===== src/rtl/hazard_pkg.sv =====
// Shared types and helpers for the hazard scoreboard and its match units.
package hazard_pkg;

    // Widest register address a scoreboard entry can hold; REG_AW is checked against it.
    localparam int MAX_AW = 8;

    // Operand select value meaning "take the register file read".
    localparam int FWD_RF = 0;

    // One in-flight instruction as seen by the hazard logic.
    typedef struct packed {
        logic              valid;
        logic [MAX_AW-1:0] rd;
        logic              rw;
        logic              md;
    } sb_entry_t;

    // Bits needed to encode 0..n; never less than one so degenerate sizes stay legal.
    function automatic int selw(input int n);
        return (n < 1) ? 1 : $clog2(n + 1);
    endfunction

endpackage


===== src/rtl/hazard_scoreboard_sb_match.sv =====
// Youngest-match priority encoder for one source operand against all scoreboard entries.
module sb_match
    import hazard_pkg::*;
#(
    parameter  int DEPTH  = 3,
    parameter  int REG_AW = 5,
    localparam int IDXW   = selw(DEPTH)
) (
    input  sb_entry_t [DEPTH-1:0] entries,
    input  logic [REG_AW-1:0]     src,
    output logic                  hit,
    output logic [IDXW-1:0]       idx,
    output logic                  is_load
);

    // Scan oldest to youngest so the lowest matching index wins; x0 never matches.
    always_comb begin
        hit     = 1'b0;
        idx     = '0;
        is_load = 1'b0;
        for (int k = DEPTH - 1; k >= 0; k--) begin
            if (entries[k].valid && entries[k].rw && (entries[k].rd != '0) &&
                (entries[k].rd == MAX_AW'(src))) begin
                hit     = 1'b1;
                idx     = IDXW'(k);
                is_load = entries[k].md;
            end
        end
    end

endmodule


===== src/rtl/hazard_scoreboard.sv =====
// Pipeline hazard scoreboard: operand forwarding selects, load-use stall and redirect flush.
module hazard_scoreboard
    import hazard_pkg::*;
#(
    parameter  int XLEN        = 32,
    parameter  int REG_AW      = 5,
    parameter  int DEPTH       = 3,
    parameter  int NSRC        = 2,
    parameter  int LOAD_LAT    = 2,
    parameter  int FLUSH_DEPTH = 2,
    localparam int SELW        = selw(DEPTH)
) (
    input  logic                   clk,
    input  logic                   reset,
    input  logic                   id_valid,
    input  logic [NSRC*REG_AW-1:0] id_rs,
    input  logic [REG_AW-1:0]      id_rd,
    input  logic                   id_rw,
    input  logic                   id_md,
    input  logic                   ex_redirect,
    output logic [NSRC*SELW-1:0]   fwd_sel,
    output logic                   stall,
    output logic                   flush,
    output logic [15:0]            stall_cnt
);

    localparam int              FCW        = selw(FLUSH_DEPTH);
    localparam logic [SELW-1:0] LOAD_LAT_S = SELW'(LOAD_LAT);
    localparam logic [FCW-1:0]  FLUSH_INIT = FCW'(FLUSH_DEPTH);

    // Reject parameter sets the encoders and counters are not sized for.
    if (DEPTH < 1 || DEPTH > 8) begin : g_bad_depth
        $error("hazard_scoreboard: DEPTH must be 1..8");
    end
    if (LOAD_LAT < 0 || LOAD_LAT > DEPTH - 1) begin : g_bad_load_lat
        $error("hazard_scoreboard: LOAD_LAT must be 0..DEPTH-1");
    end
    if (REG_AW < 1 || REG_AW > MAX_AW) begin : g_bad_reg_aw
        $error("hazard_scoreboard: REG_AW out of range");
    end
    if (NSRC < 1 || FLUSH_DEPTH < 0 || XLEN < 1) begin : g_bad_misc
        $error("hazard_scoreboard: NSRC, FLUSH_DEPTH or XLEN out of range");
    end

    sb_entry_t [DEPTH-1:0] sb_q, sb_d;
    logic [FCW-1:0]        fcnt_q, fcnt_d;
    logic [15:0]           stall_cnt_q, stall_cnt_d;

    logic [NSRC-1:0]            hit;
    logic [NSRC-1:0]            is_load;
    logic [NSRC-1:0]            load_use;
    logic [NSRC-1:0][SELW-1:0]  idx;

    // One match unit per source; a load is only usable once it reaches LOAD_LAT.
    for (genvar s = 0; s < NSRC; s++) begin : g_src
        sb_match #(
            .DEPTH  (DEPTH),
            .REG_AW (REG_AW)
        ) u_match (
            .entries (sb_q),
            .src     (id_rs[s*REG_AW +: REG_AW]),
            .hit     (hit[s]),
            .idx     (idx[s]),
            .is_load (is_load[s])
        );
        assign fwd_sel[s*SELW +: SELW] = hit[s] ? (idx[s] + SELW'(1)) : SELW'(FWD_RF);
        assign load_use[s]             = hit[s] & is_load[s] & (idx[s] < LOAD_LAT_S);
    end

    // Flush wins over stall; flush is forced low while reset is held.
    always_comb begin
        flush = reset & (ex_redirect | (fcnt_q != '0));
        stall = id_valid & ~flush & (|load_use);
    end

    // Next state: shift the scoreboard, reload or drain the flush counter, count stalls.
    always_comb begin
        sb_d = '0;
        for (int k = 1; k < DEPTH; k++) begin
            sb_d[k] = sb_q[k-1];
        end
        if (id_valid && !stall && !flush) begin
            sb_d[0].valid = 1'b1;
            sb_d[0].rd    = MAX_AW'(id_rd);
            sb_d[0].rw    = id_rw;
            sb_d[0].md    = id_md;
        end

        fcnt_d = fcnt_q;
        if (ex_redirect) begin
            fcnt_d = FLUSH_INIT;
        end else if (fcnt_q != '0) begin
            fcnt_d = fcnt_q - FCW'(1);
        end

        stall_cnt_d = stall_cnt_q;
        if (stall && (stall_cnt_q != 16'hFFFF)) begin
            stall_cnt_d = stall_cnt_q + 16'd1;
        end
    end

    // State registers, cleared asynchronously so outputs fall the moment reset asserts.
    always_ff @(posedge clk or negedge reset) begin
        if (!reset) begin
            sb_q        <= '0;
            fcnt_q      <= '0;
            stall_cnt_q <= '0;
        end else begin
            sb_q        <= sb_d;
            fcnt_q      <= fcnt_d;
            stall_cnt_q <= stall_cnt_d;
        end
    end

    assign stall_cnt = stall_cnt_q;

endmodule


===== config.mk =====
export PLATFORM = sky130hd
export DESIGN_NAME = hazard_scoreboard
export DESIGN_NICKNAME = d
export VERILOG_FILES = /design/src/rtl/hazard_pkg.sv /design/src/rtl/hazard_scoreboard_sb_match.sv /design/src/rtl/hazard_scoreboard.sv
export SDC_FILE = /design/constraint.sdc
export NUM_CORES = 1
export LEC_CHECK = 0
export CORE_MARGIN = 5
export CORE_UTILIZATION = 50
export CTS_BUF_LIST = sky130_fd_sc_hd__clkbuf_4 sky130_fd_sc_hd__clkbuf_8 sky130_fd_sc_hd__clkbuf_16
export DETAILED_ROUTE_END_ITERATION = 10
export MAX_ROUTING_LAYER = met4
export PLACE_DENSITY = 0.79
export SYNTH_ARGS = -nofsm -noshare
export SYNTH_HDL_FRONTEND = slang
export SYNTH_SLANG_ARGS = --single-unit

===== constraint.sdc =====
create_clock -name clk -period 2.7 [get_ports clk]
set_input_delay 0.54 -clock clk [delete_from_list [all_inputs] [get_ports clk]]
set_output_delay 0.54 -clock clk [all_outputs]
set_load 0.005 [all_outputs]

==> flow_metrics.tcl <==
set metrics [dict create \
    status "finished with violations" \
    violations "setup timing" \
    numCtsBuffers 5 \
    p_total_mw 1.32 \
    clock.fmax_mhz 370 \
    gr-total-overflow 0 \
    maxCapViolCount 0 \
    critPathRequiredTime_ns 2.16 \
    design_area_um2 2820 \
    syn_nets 194 \
    arrival_ns 2.17 \
    clkTransAtPathRegs_ns 0.07 \
    multiInputGateArea_um2 992 \
    yosysUniqueCellTypes 35 \
    synth_seq_cells 41 \
    worstSetupEndpointType "primary output" \
    coreArea_um2 3740 \
    final-max-slew-violation-count 0 \
    gp_congestion 0.923 \
    critPathKind "input pin to primary output" \
    grt_pass1_vias 1689 \
    die-area_um2 5270 \
    layout.nets 273 \
    cts_root_buf "clkbuf_8" \
    regArea_um2 1030 \
    hpwl_mm 3.65 \
    ys_warn_count 0 \
    finalCritPeriodShare_pct 100 \
    hold_viol_final 0 \
    drtIter0Drc 87 \
    ir_worst_vdd_mv 0.422 \
    fp-row-count 22 \
    ctsHoldBuffers 0 \
    drc 0 \
    final_common_cell "dfrtp_1" \
    ys_top_cells_by_area "dfrtp_1 (52%), xnor2_1 (12%), xor2_1 (8.0%), nand3_1 (2.8%), and2_1 (2.6%)" \
    final_layout_size_suffix_gt1_share_pct 23.6 \
    portBuffers 42 \
    synth_cells 171 \
    netlist.area_leader.share_pct 52.3 \
    antenna_found_initial 0 \
    grt_max_degree 42 \
    p_int_uw 973 \
    grt_pass1_wl_mm 8.10 \
    slew_headroom_pct 65.7 \
    combPwrFrac_pct 17.3 \
    ctsHtreeMaxLevel 2 \
    min_period_ns 2.71 \
    n_antenna_cell 0 \
    clock-sinks 41 \
    synth_area_per_cell_um2 11.5 \
    crit_fanout 2 \
    grt_use_total_pct 20.6 \
    rsz0062_at_grt "yes" \
    start_util_pct 52.4 \
    cts_tree "done" \
    clock_latency_ns 0.29 \
    netSwitchingPower_uw 348 \
    hold_class "input pin to asynchronous set/reset pin" \
    leakagePower_nw 1.29 \
    synth_area_um2 1960 \
    p_clk_share_pct 30.8 \
    drt-vias-per-instance 5.33 \
    detail_route.wl_per_cell_um 17.0 \
    finalSetupViolations 1 \
    timing.final.ws_setup_ns -0.00586 \
    postRouteAntennaNets 0 \
    firstDrtPassIters 4 \
    finalNonFillerCells 298 \
    fillers 268 \
    ys_seq_area_share_pct 52.3 \
    die_y_um 72.6 \
    dp.cells 284 \
    die_width_um 72.6 \
    seqPwrFrac_pct 51.9 \
    vias 1588 \
    critPathLaunchType "input pin" \
    worst_slew_pin_slew_ns 0.514 \
    final_cell_mix "dfrtp_1 (39), buf_4 (31), clkdlybuf4s50_1 (27)" \
    finalClockSkew_ns 0.00526 \
    ios 43 \
    place_area_um2 2610 \
    wirelength_mm 5.06 \
    area_delta_synth_final_pct 43.6 \
    power_density_nw_per_um2 469 \
    yosysTopAreaCell "dfrtp_1" \
    clockBufferDepth 2 \
    postLayoutCoreUtil_pct 75.2 \
    swShare_pct 26.4 \
]
-- metal layers --
layer  GRT usage (%)  up-vias  wire length [um]  part of all wire [%]
li1                -      743                 -                     -
met1            22.9      789              1960                    39
met2            36.2       44              2760                    55
met3            5.23       12               232                   4.6
met4            6.35        0                96                   1.9
met5               -        -                 0                     0
-- stage by stage --
| stage | hold WS [ns] | TNS, ns | setup WS, ns |
|---|---|---|---|
| 6_report | 0.334 | -0.00586 | -0.00586 |
| 2_1_floorplan | 0.244 | 0 | 0.426 |
| 5_1_grt | 0.379 | -0.131 | -0.0927 |
| 3_5_place_dp | 0.376 | -2.20 | -0.470 |
| 4_1_cts | 0.353 | -0.0191 | -0.0191 |
| 3_3_place_gp | 0.373 | -1.77 | -0.409 |
-- worst paths after layout --
kind	startpoint	end	slack, ns	depth (start not counted)
min reg2reg	sb_d[11]	sb_d[22]	0.39	0
min	reset	sb_d[17]	0.33	2
max reg2reg	sb_d[25]	stall_cnt[15]	0.25	10
max	id_rs[1]	stall	-0.006	10
min in group clk	sb_d[11]	sb_d[22]	0.39	0
max in group asynchronous	reset	sb_d[27]	1.98	2
-- timing repair --
| action | in CTS | in global routing |
|---|---|---|
| setup endpoints to repair | 5 | 5 |
| pin swaps | 11 | 8 |
| resized for setup | 26 | 13 |
| setup buffers | 5 | 4 |
-- power groups by stage --
stage / sequential [mW] / clock, mW / combinational, mW
floorplan: 0.690 / 0 / 0.108
global placement: 0.694 / 0 / 0.193
detailed placement: 0.697 / 0 / 0.207
CTS: 0.685 / 0.414 / 0.211
global route: 0.691 / 0.445 / 0.249
finish: 0.686 / 0.406 / 0.228
-- cell type report --
class	count	share of cell area, %
well taps	48	2.13
multi-input cells	124	35.2
inverters	5	0.667
clock inverters	1	0.267
flip-flops and latches	41	36.5
repair buffers	73	22.2
clock buffers	6	2.93
-- Yosys cell counts --
library cell	n
a211o_1	1
nand4_1	6
nor2_1	7
a22o_4	1
mux2_2	2
nor4_2	1
nand2_1	9
or3_1	1
and3_1	1
buf_6	1
nand3_1	11
nand4b_1	1
a21oi_1	3
o311a_1	1
nor3_1	4
nor2b_1	2
ha_1	2
o211ai_1	1
a41o_1	1
and2_1	8
inv_1	5
o21a_1	1
o22ai_2	1
nor4_1	4
o211ai_2	1
o21ai_0	1
and2b_1	1
a21o_1	1
a21oi_2	1
nand2b_1	1
xnor2_1	27
and4_1	2
or4_1	2
xor2_1	18
dfrtp_1	41
-- logic make-up after synthesis --
kind of cell / synth area share (%)
AO/OA/AOI/OAI: 6.25
XOR/XNOR: 20.1
adder cells (fa/ha/maj): 1.28
buffers and inverters: 1.53
flip-flops: 52.3
multiplexers: 1.15
AND/OR/NAND/NOR: 17.4
-- critical path, cell delays in order --
cell           delay, ns
dlygate4sd2_1       0.25
buf_4               0.15
xor2_1              0.16
nor3_1              0.23
nand4_1             0.17
buf_4               0.18
o22ai_4             0.18
a21oi_2             0.08
nor2_1              0.11
buf_2               0.12
-- flip-flops by register name, indices dropped and copies added, names as in the netlist --
register	flops
sb_d	16
stall_cnt	16
sb_q	7
fcnt_q	2
Note: power is estimated with default switching activity, not from simulation.
